$ cat config.mk
export PLATFORM = sky130hd
export DESIGN_NAME = mux4_way16
export DESIGN_NICKNAME = d
export VERILOG_FILES = /design/src/rtl/mux4_way16.sv
export SDC_FILE = /design/constraint.sdc
export NUM_CORES = 1
export LEC_CHECK = 0
export CAP_MARGIN = 40
export CORE_ASPECT_RATIO = 1.2
export CORE_MARGIN = 4
export CORE_UTILIZATION = 30
export CTS_CLUSTER_SIZE = 40
export DETAILED_ROUTE_END_ITERATION = 16
export PLACE_DENSITY = 0.84
export SLEW_MARGIN = 10
export SYNTH_ARGS = -nofsm -noshare
export SYNTH_HDL_FRONTEND = slang
export SYNTH_SLANG_ARGS = --single-unit
$ cat constraint.sdc
create_clock -name clk -period 4.9 [get_ports clk]
set_clock_uncertainty 0.1 [all_clocks]
set_input_delay 1.225 -clock clk [delete_from_list [all_inputs] [get_ports clk]]
set_output_delay 1.225 -clock clk [all_outputs]
set_load 0.05 [all_outputs]
$ cat src/rtl/mux4_way16.sv
// ---------------------------------------------------------------------------
// mux4_way16 -- four-way WIDTH-bit multiplexer with a registered copy.
//
// Purpose:
//   Selects one of four data words combinationally (out). An enabled capture
//   register (out_q) samples that word on the rising clock edge. out_valid
//   flags that out_q holds a captured value.
//
// Ports:
//   clk        in   1      single clock, rising edge
//   rst        in   1      synchronous active-high reset of out_q/out_valid
//   d0..d3     in   WIDTH  data words selected by sel = 00/01/10/11
//   sel        in   2      selection code
//   en         in   1      capture enable for out_q
//   out        out  WIDTH  combinational mux result (ignores clk/rst/en)
//   out_q      out  WIDTH  registered mux result
//   out_valid  out  1      high once out_q holds a captured value
// ---------------------------------------------------------------------------
module mux4_way16 #(
  parameter int WIDTH = 16
) (
  input  logic             clk,
  input  logic             rst,
  input  logic [WIDTH-1:0] d0,
  input  logic [WIDTH-1:0] d1,
  input  logic [WIDTH-1:0] d2,
  input  logic [WIDTH-1:0] d3,
  input  logic [1:0]       sel,
  input  logic             en,
  output logic [WIDTH-1:0] out,
  output logic [WIDTH-1:0] out_q,
  output logic             out_valid
);

  logic [WIDTH-1:0] w_mux;
  logic [WIDTH-1:0] r_out_q;
  logic             r_out_valid;

  // Select decode. All four codes are covered; the default only fires for an
  // unknown sel in simulation and drives X, which synthesis treats as a
  // don't-care, so the decode stays a full case with no latch.
  always_comb begin
    w_mux = {WIDTH{1'bx}};
    case (sel)
      2'b00:   w_mux = d0;
      2'b01:   w_mux = d1;
      2'b10:   w_mux = d2;
      2'b11:   w_mux = d3;
      default: w_mux = {WIDTH{1'bx}};
    endcase
  end

  assign out = w_mux;

  // Capture register: reset wins over enable, otherwise load on en or hold.
  always_ff @(posedge clk) begin
    if (rst) begin
      r_out_q     <= {WIDTH{1'b0}};
      r_out_valid <= 1'b0;
    end else if (en) begin
      r_out_q     <= w_mux;
      r_out_valid <= 1'b1;
    end else begin
      r_out_q     <= r_out_q;
      r_out_valid <= r_out_valid;
    end
  end

  assign out_q     = r_out_q;
  assign out_valid = r_out_valid;

endmodule

==> out/results.tsv, run 1 <==
metric	value	unit
Max Slew Vio Count	0	
post-synthesis cell count	113	
Vias/cell	4.87	
ys flop type	dfxtp_1	
final count of hold timing violations	0	
first-pass GRT wire length	6.22	mm
RePlAce Congestion	0.634	
Critical Path Sink Type	primary output	
initial antenna violation count	0	
router iterations before antenna repair	3	
CTS tree	built	
Setup TNS Final	0	ps
Antenna Nets Post-Route	0	
clock buffer depth	2	
flops & latches, synth	17	
Async S/R FF share, synth	0	%
Synth Area per Inst	11.3	µm²
# diodes	0	
pwr dens	223	nW/µm²
Slew @ Worst Pin	840	ps
fin util	61.9	%
Final HPWL DP	3.23	mm
Post-synth EDFFs	0	
Chip Width	67.6	µm
FF-to-FF path depth	2	
status	completed	
top cells by area, synth	mux2i_1 (38%), dfxtp_1 (27%), o221ai_2 (12%)	
Crit Path Class	in -> out	
top post-synthesis cells by count	mux2i_1 (48), dfxtp_1 (17), or3b_2 (16), o221ai_2 (10), o221ai_1 (6)	
top cell type's share of synthesized area	37.6	%
clock sink count	17	
CORE AREA	4040	µm²
LEAKAGE	1.02	nW
CTS resizes	0	
vias in the first global route	1337	
clk slew on worst S/H paths	60	ps
RR Startpoint	out_q[4]	
final instance area	2500	µm²
critical path arrival	2700	ps
Filler cells	335	
via count	1282	
CP startpoint kind	input port	
GRT Total Usage	15.1	%
Port Buffer Count	101	
Remaining DRCs	0	
synth warn	0	
RSZ-0062 raised after global routing	no	
WP data required	3580	ps
Max VDD drop	0.000114	V
layout cells sized above 1	23.4	%
top-count cell post-synth	mux2i_1	
count of final setup violators	0	
final worst slack	872	ps
relative slew slack	44.0	%
H-Tree Depth	1	
I/O pins	102	
average wire per standard cell	16.0	µm
die area	5380	µm²
placed instance area	2450	µm²
worst min path class	reg -> reg	
clock latency on the worst-skew pair	250	ps
crit path from	sel[1]	
Hold WS	376	ps
min Tclk post-route	4030	ps
Seq/Total Area, Yosys	26.6	%
final net count	279	
global route overflow	0	
largest net degree at the start of global routing	30	
min-delay src	out_valid	
Post-Place Worst Slack	849	ps
row cnt	25	
cts bufs inserted	3	
hold-critical path depth	2	
Max-Cap Viols	0	
syn_nets	182	
fin crit share	82.2	%
die height	79.5	µm
Post-CTS Setup Inserts	0	
Synth Cell Area	1280	µm²
Crit Path Max Fanout	29	
root buffer cell	clkbuf_8	
initial core utilization	31.7	%
Synth cell types	13	
f_max	248	MHz
CTS hold repair buffers	0	
Post-Route WL	4.21	mm
biggest area consumer among synthesized cells	mux2i_1	
Initial DRC Count	20	
synth-to-layout area growth	95.2	%
==> power breakdown <==
part / internal [mW] / leakage [nW] / switching, mW
clock network: 0.0576 / 0.0228 / 0.0457
logic: 0.147 / 0.861 / 0.152
registers: 0.149 / 0.140 / 0.00481
total: 0.354 / 1.02 / 0.203
==> final cells by class <==
| class | instances | area [µm²] | share of cell area, % |
|---|---|---|---|
| Sequential cell | 17 | 340 | 13.6 |
| Multi-Input combinational cell | 84 | 847 | 33.9 |
| Timing Repair Buffer | 104 | 1200 | 47.9 |
| Tap cell | 54 | 67.6 | 2.71 |
| Clock buffer | 4 | 45.0 | 1.80 |
==> layout by cell type, fill, tap and decap left out <==
| cell type | netlist | layout |
|---|---|---|
| buf_12 | 1 | 16 |
| clkbuf_8 | 0 | 3 |
| clkdlybuf4s50_1 | 0 | 84 |
| or3b_1 | 1 | 1 |
| nand3b_1 | 1 | 1 |
| dfxtp_1 | 17 | 17 |
| clkbuf_1 | 3 | 1 |
| buf_2 | 3 | 1 |
| o221ai_1 | 6 | 6 |
| nor2_1 | 2 | 2 |
| o221ai_2 | 10 | 10 |
| buf_8 | 0 | 1 |
| buf_4 | 3 | 2 |
| or3b_2 | 16 | 16 |
| mux2i_1 | 48 | 48 |
==> critical path, stage by stage <==
cell,delay [ps]
buf_2,620
buf_4,270
mux2i_1,240
mux2i_1,150
buf_12,180
==> path summary, 6_finish.rpt <==
check        slack, ps   endpoint
max                870    out[14]
max reg2reg       3860   out_q[4]
min reg2reg        380  out_valid
min                380  out_valid
==> layer usage <==
layer	global-route usage [%]	wire, µm	vias to the layer above
li1	-	-	638
met1	16.7	1580	578
met2	26.1	2070	64
met3	5.92	542	2
met4	4.26	21	0
met5	0	0	-
==> through the flow <==
stage / total power [mW] / cells
2_1_floorplan: 0.311 / 113
3_3_place_gp: 0.455 / 258
3_5_place_dp: 0.459 / 259
4_1_cts: 0.565 / 263
5_1_grt: 0.583 / 263
6_report: 0.557 / 263
==> cell families (layout without fill, tap and decap cells) <==
group | Yosys count | count (layout) | share of synthesized area, %
buffers and inverters | 12 | 108 | 7.14
AO/OA/AOI/OAI | 16 | 16 | 15.9
AND/OR/NAND/NOR | 20 | 20 | 12.8
flip-flops | 17 | 17 | 26.6
multiplexers | 48 | 48 | 37.6
==> registers in the layout, summed over array words and instances, names as in the netlist <==
register / count
out_valid: 1
out_q: 16
Power figures use the tool's default switching activity.
==> run 2: changes to the inputs <==
Settings changed: PLACE_DENSITY 0.84 to 0.87.
Clock period 4.9 ns to 3.7 ns, I/O delays scaled along.
==> run 2 against run 1 <==
  * Total power rose by 33%
  * Clock power is 35% higher
  * Global-route usage grew 0.78 points
  * Setup slack got worse by 440 ps
  * Largest power group unchanged
==> out/results.tsv, run 2 (synthesis results as in run 1) <==
metric	value	unit	change
most common cell after layout, fill and taps aside	clkdlybuf4s50_1		
Crit Path Max Fanout	18		-38%
fin crit share	88.3	%	
Slew @ Worst Pin	794	ps	-46.0 ps
synth-to-layout area growth	96.8	%	
CTS tree	built		
final net count	281		+0.72%
clock latency on the worst-skew pair	250	ps	about the same
CORE AREA	4040	µm²	unchanged
pwr dens	295	nW/µm²	+32%
first-pass GRT wire length	6.52	mm	+4.9%
most frequent cells in the layout	clkdlybuf4s50_1 (84), mux2i_1 (48), dfxtp_1 (17), buf_12 (17), or3b_2 (16)		
Worst Path Buf+Inv	3		unchanged
Max Used Layer	met4		
Critical Path Sink Type	primary output		
fin util	62.4	%	+0.50 points
via count	1291		+0.70%
Setup TNS Final	0	ps	unchanged
CP delay by family, top	buffers and inverters		
Filler cells	328		-2.1%
max FFs per register	16		unchanged
LEAKAGE	1.04	nW	+1.1%
clk slew on worst S/H paths	70	ps	about the same
Chip Width	67.6	µm	unchanged
relative slew slack	47.1	%	+3.1 points
worst min path class	reg -> reg		
initial core utilization	31.7	%	unchanged
Max Slew Vio Count	0		unchanged
met3 wire len	444	µm	-18%
largest net degree at the start of global routing	33		+10%
CP cell instances	clkdlybuf4s50_1, buf_4, mux2i_1, buf_12		
clock sink count	17		unchanged
WP data required	2670	ps	-910 ps
Port Buffer Count	101		unchanged
die area	5380	µm²	unchanged
CTS hold repair buffers	0		unchanged
count of final setup violators	0		unchanged
FF-to-FF path depth	2		unchanged
Antenna Nets Post-Route	0		unchanged
RePlAce Congestion	0.662		+4.4%
status	completed		
total power	0.743	mW	+33%
# diodes	0		unchanged
cts bufs inserted	3		unchanged
r2r setup slk	2650	ps	-1210 ps
GRT Total Usage	15.9	%	+0.78 points
Remaining DRCs	0		unchanged
Post-Route WL	4.21	mm	about the same
Post-CTS Setup Inserts	0		unchanged
Worst path max stage delay	450	ps	-170 ps
Metal-1 WL	1.50	mm	-4.7%
min Tclk post-route	3270	ps	
Max VDD drop	0.000202	V	+77%
I/O pins	102		unchanged
RSZ-0062 raised after global routing	no		
layout cells sized above 1	24.2	%	+0.73 points
Reg area	340	µm²	unchanged
root buffer cell	clkbuf_8		
Initial DRC Count	26		+30%
Multi-input gate area	847	µm²	unchanged
Vias/cell	4.87		about the same
hold-critical path depth	2		unchanged
critical path arrival	2240	ps	-460 ps
f_max	306	MHz	
metal2 WL	2.24	mm	+8.3%
router iterations before antenna repair	4		+1
final count of hold timing violations	0		unchanged
CP startpoint kind	input port		
Slowest-stage cell, CP	clkdlybuf4s50_1		
Crit Path Class	in -> out		
Crit path depth	4		-1
global route overflow	0		unchanged
vias in the first global route	1420		+6.2%
clock buffer depth	2		unchanged
average wire per standard cell	15.9	µm	-0.83%
Max-Cap Viols	0		unchanged
die height	79.5	µm	unchanged
CTS resizes	0		unchanged
Final HPWL DP	3.39	mm	+5.1%
row cnt	25		unchanged
H-Tree Depth	1		unchanged
initial antenna violation count	0		unchanged
[run 2: layout make-up]
class,count,share of cell area (%)
repair buffers,106,48.3
multi-input cells,84,33.7
flip-flops and latches,17,13.5
well taps,54,2.69
clock buffers,4,1.79
[run 2: final timing paths]
path / start / endpoint
worst max-delay path: sel[0] / out[3]
worst min-delay path: out_valid / out_valid
worst max register to register: out_q[5] / out_q[5]
worst min register to register: out_valid / out_valid
[run 2: report_power, final]
group / switching (mW) / internal, mW / total [mW]
logic: 0.203 / 0.197 / 0.400
registers: 0.00666 / 0.198 / 0.204
clock network: 0.0627 / 0.0763 / 0.139
total: 0.272 / 0.471 / 0.743
[run 2: routing by layer]
metal,global-route usage (%),vias up
met4,3.65,0
met1,16.5,593
met2,29.3,58
li1,-,638
met5,0,-
met3,5.77,2
[run 2: worst min-delay path: stages, from the launching register on]
cell	delay (ps)
dfxtp_1	340
nor2_1	50
nor2_1	70
[run 2: stage by stage]
| step | hold WS [ps] | cell area [µm²] | instances | worst slack, ps |
|---|---|---|---|---|
| floorplan | 586 | 1280 | 113 | 385 |
| global placement | 344 | 2470 | 261 | 475 |
| detailed placement | 382 | 2470 | 261 | 427 |
| CTS | 402 | 2520 | 265 | 423 |
| global route | 435 | 2520 | 265 | 385 |
| finish | 397 | 2520 | 265 | 433 |
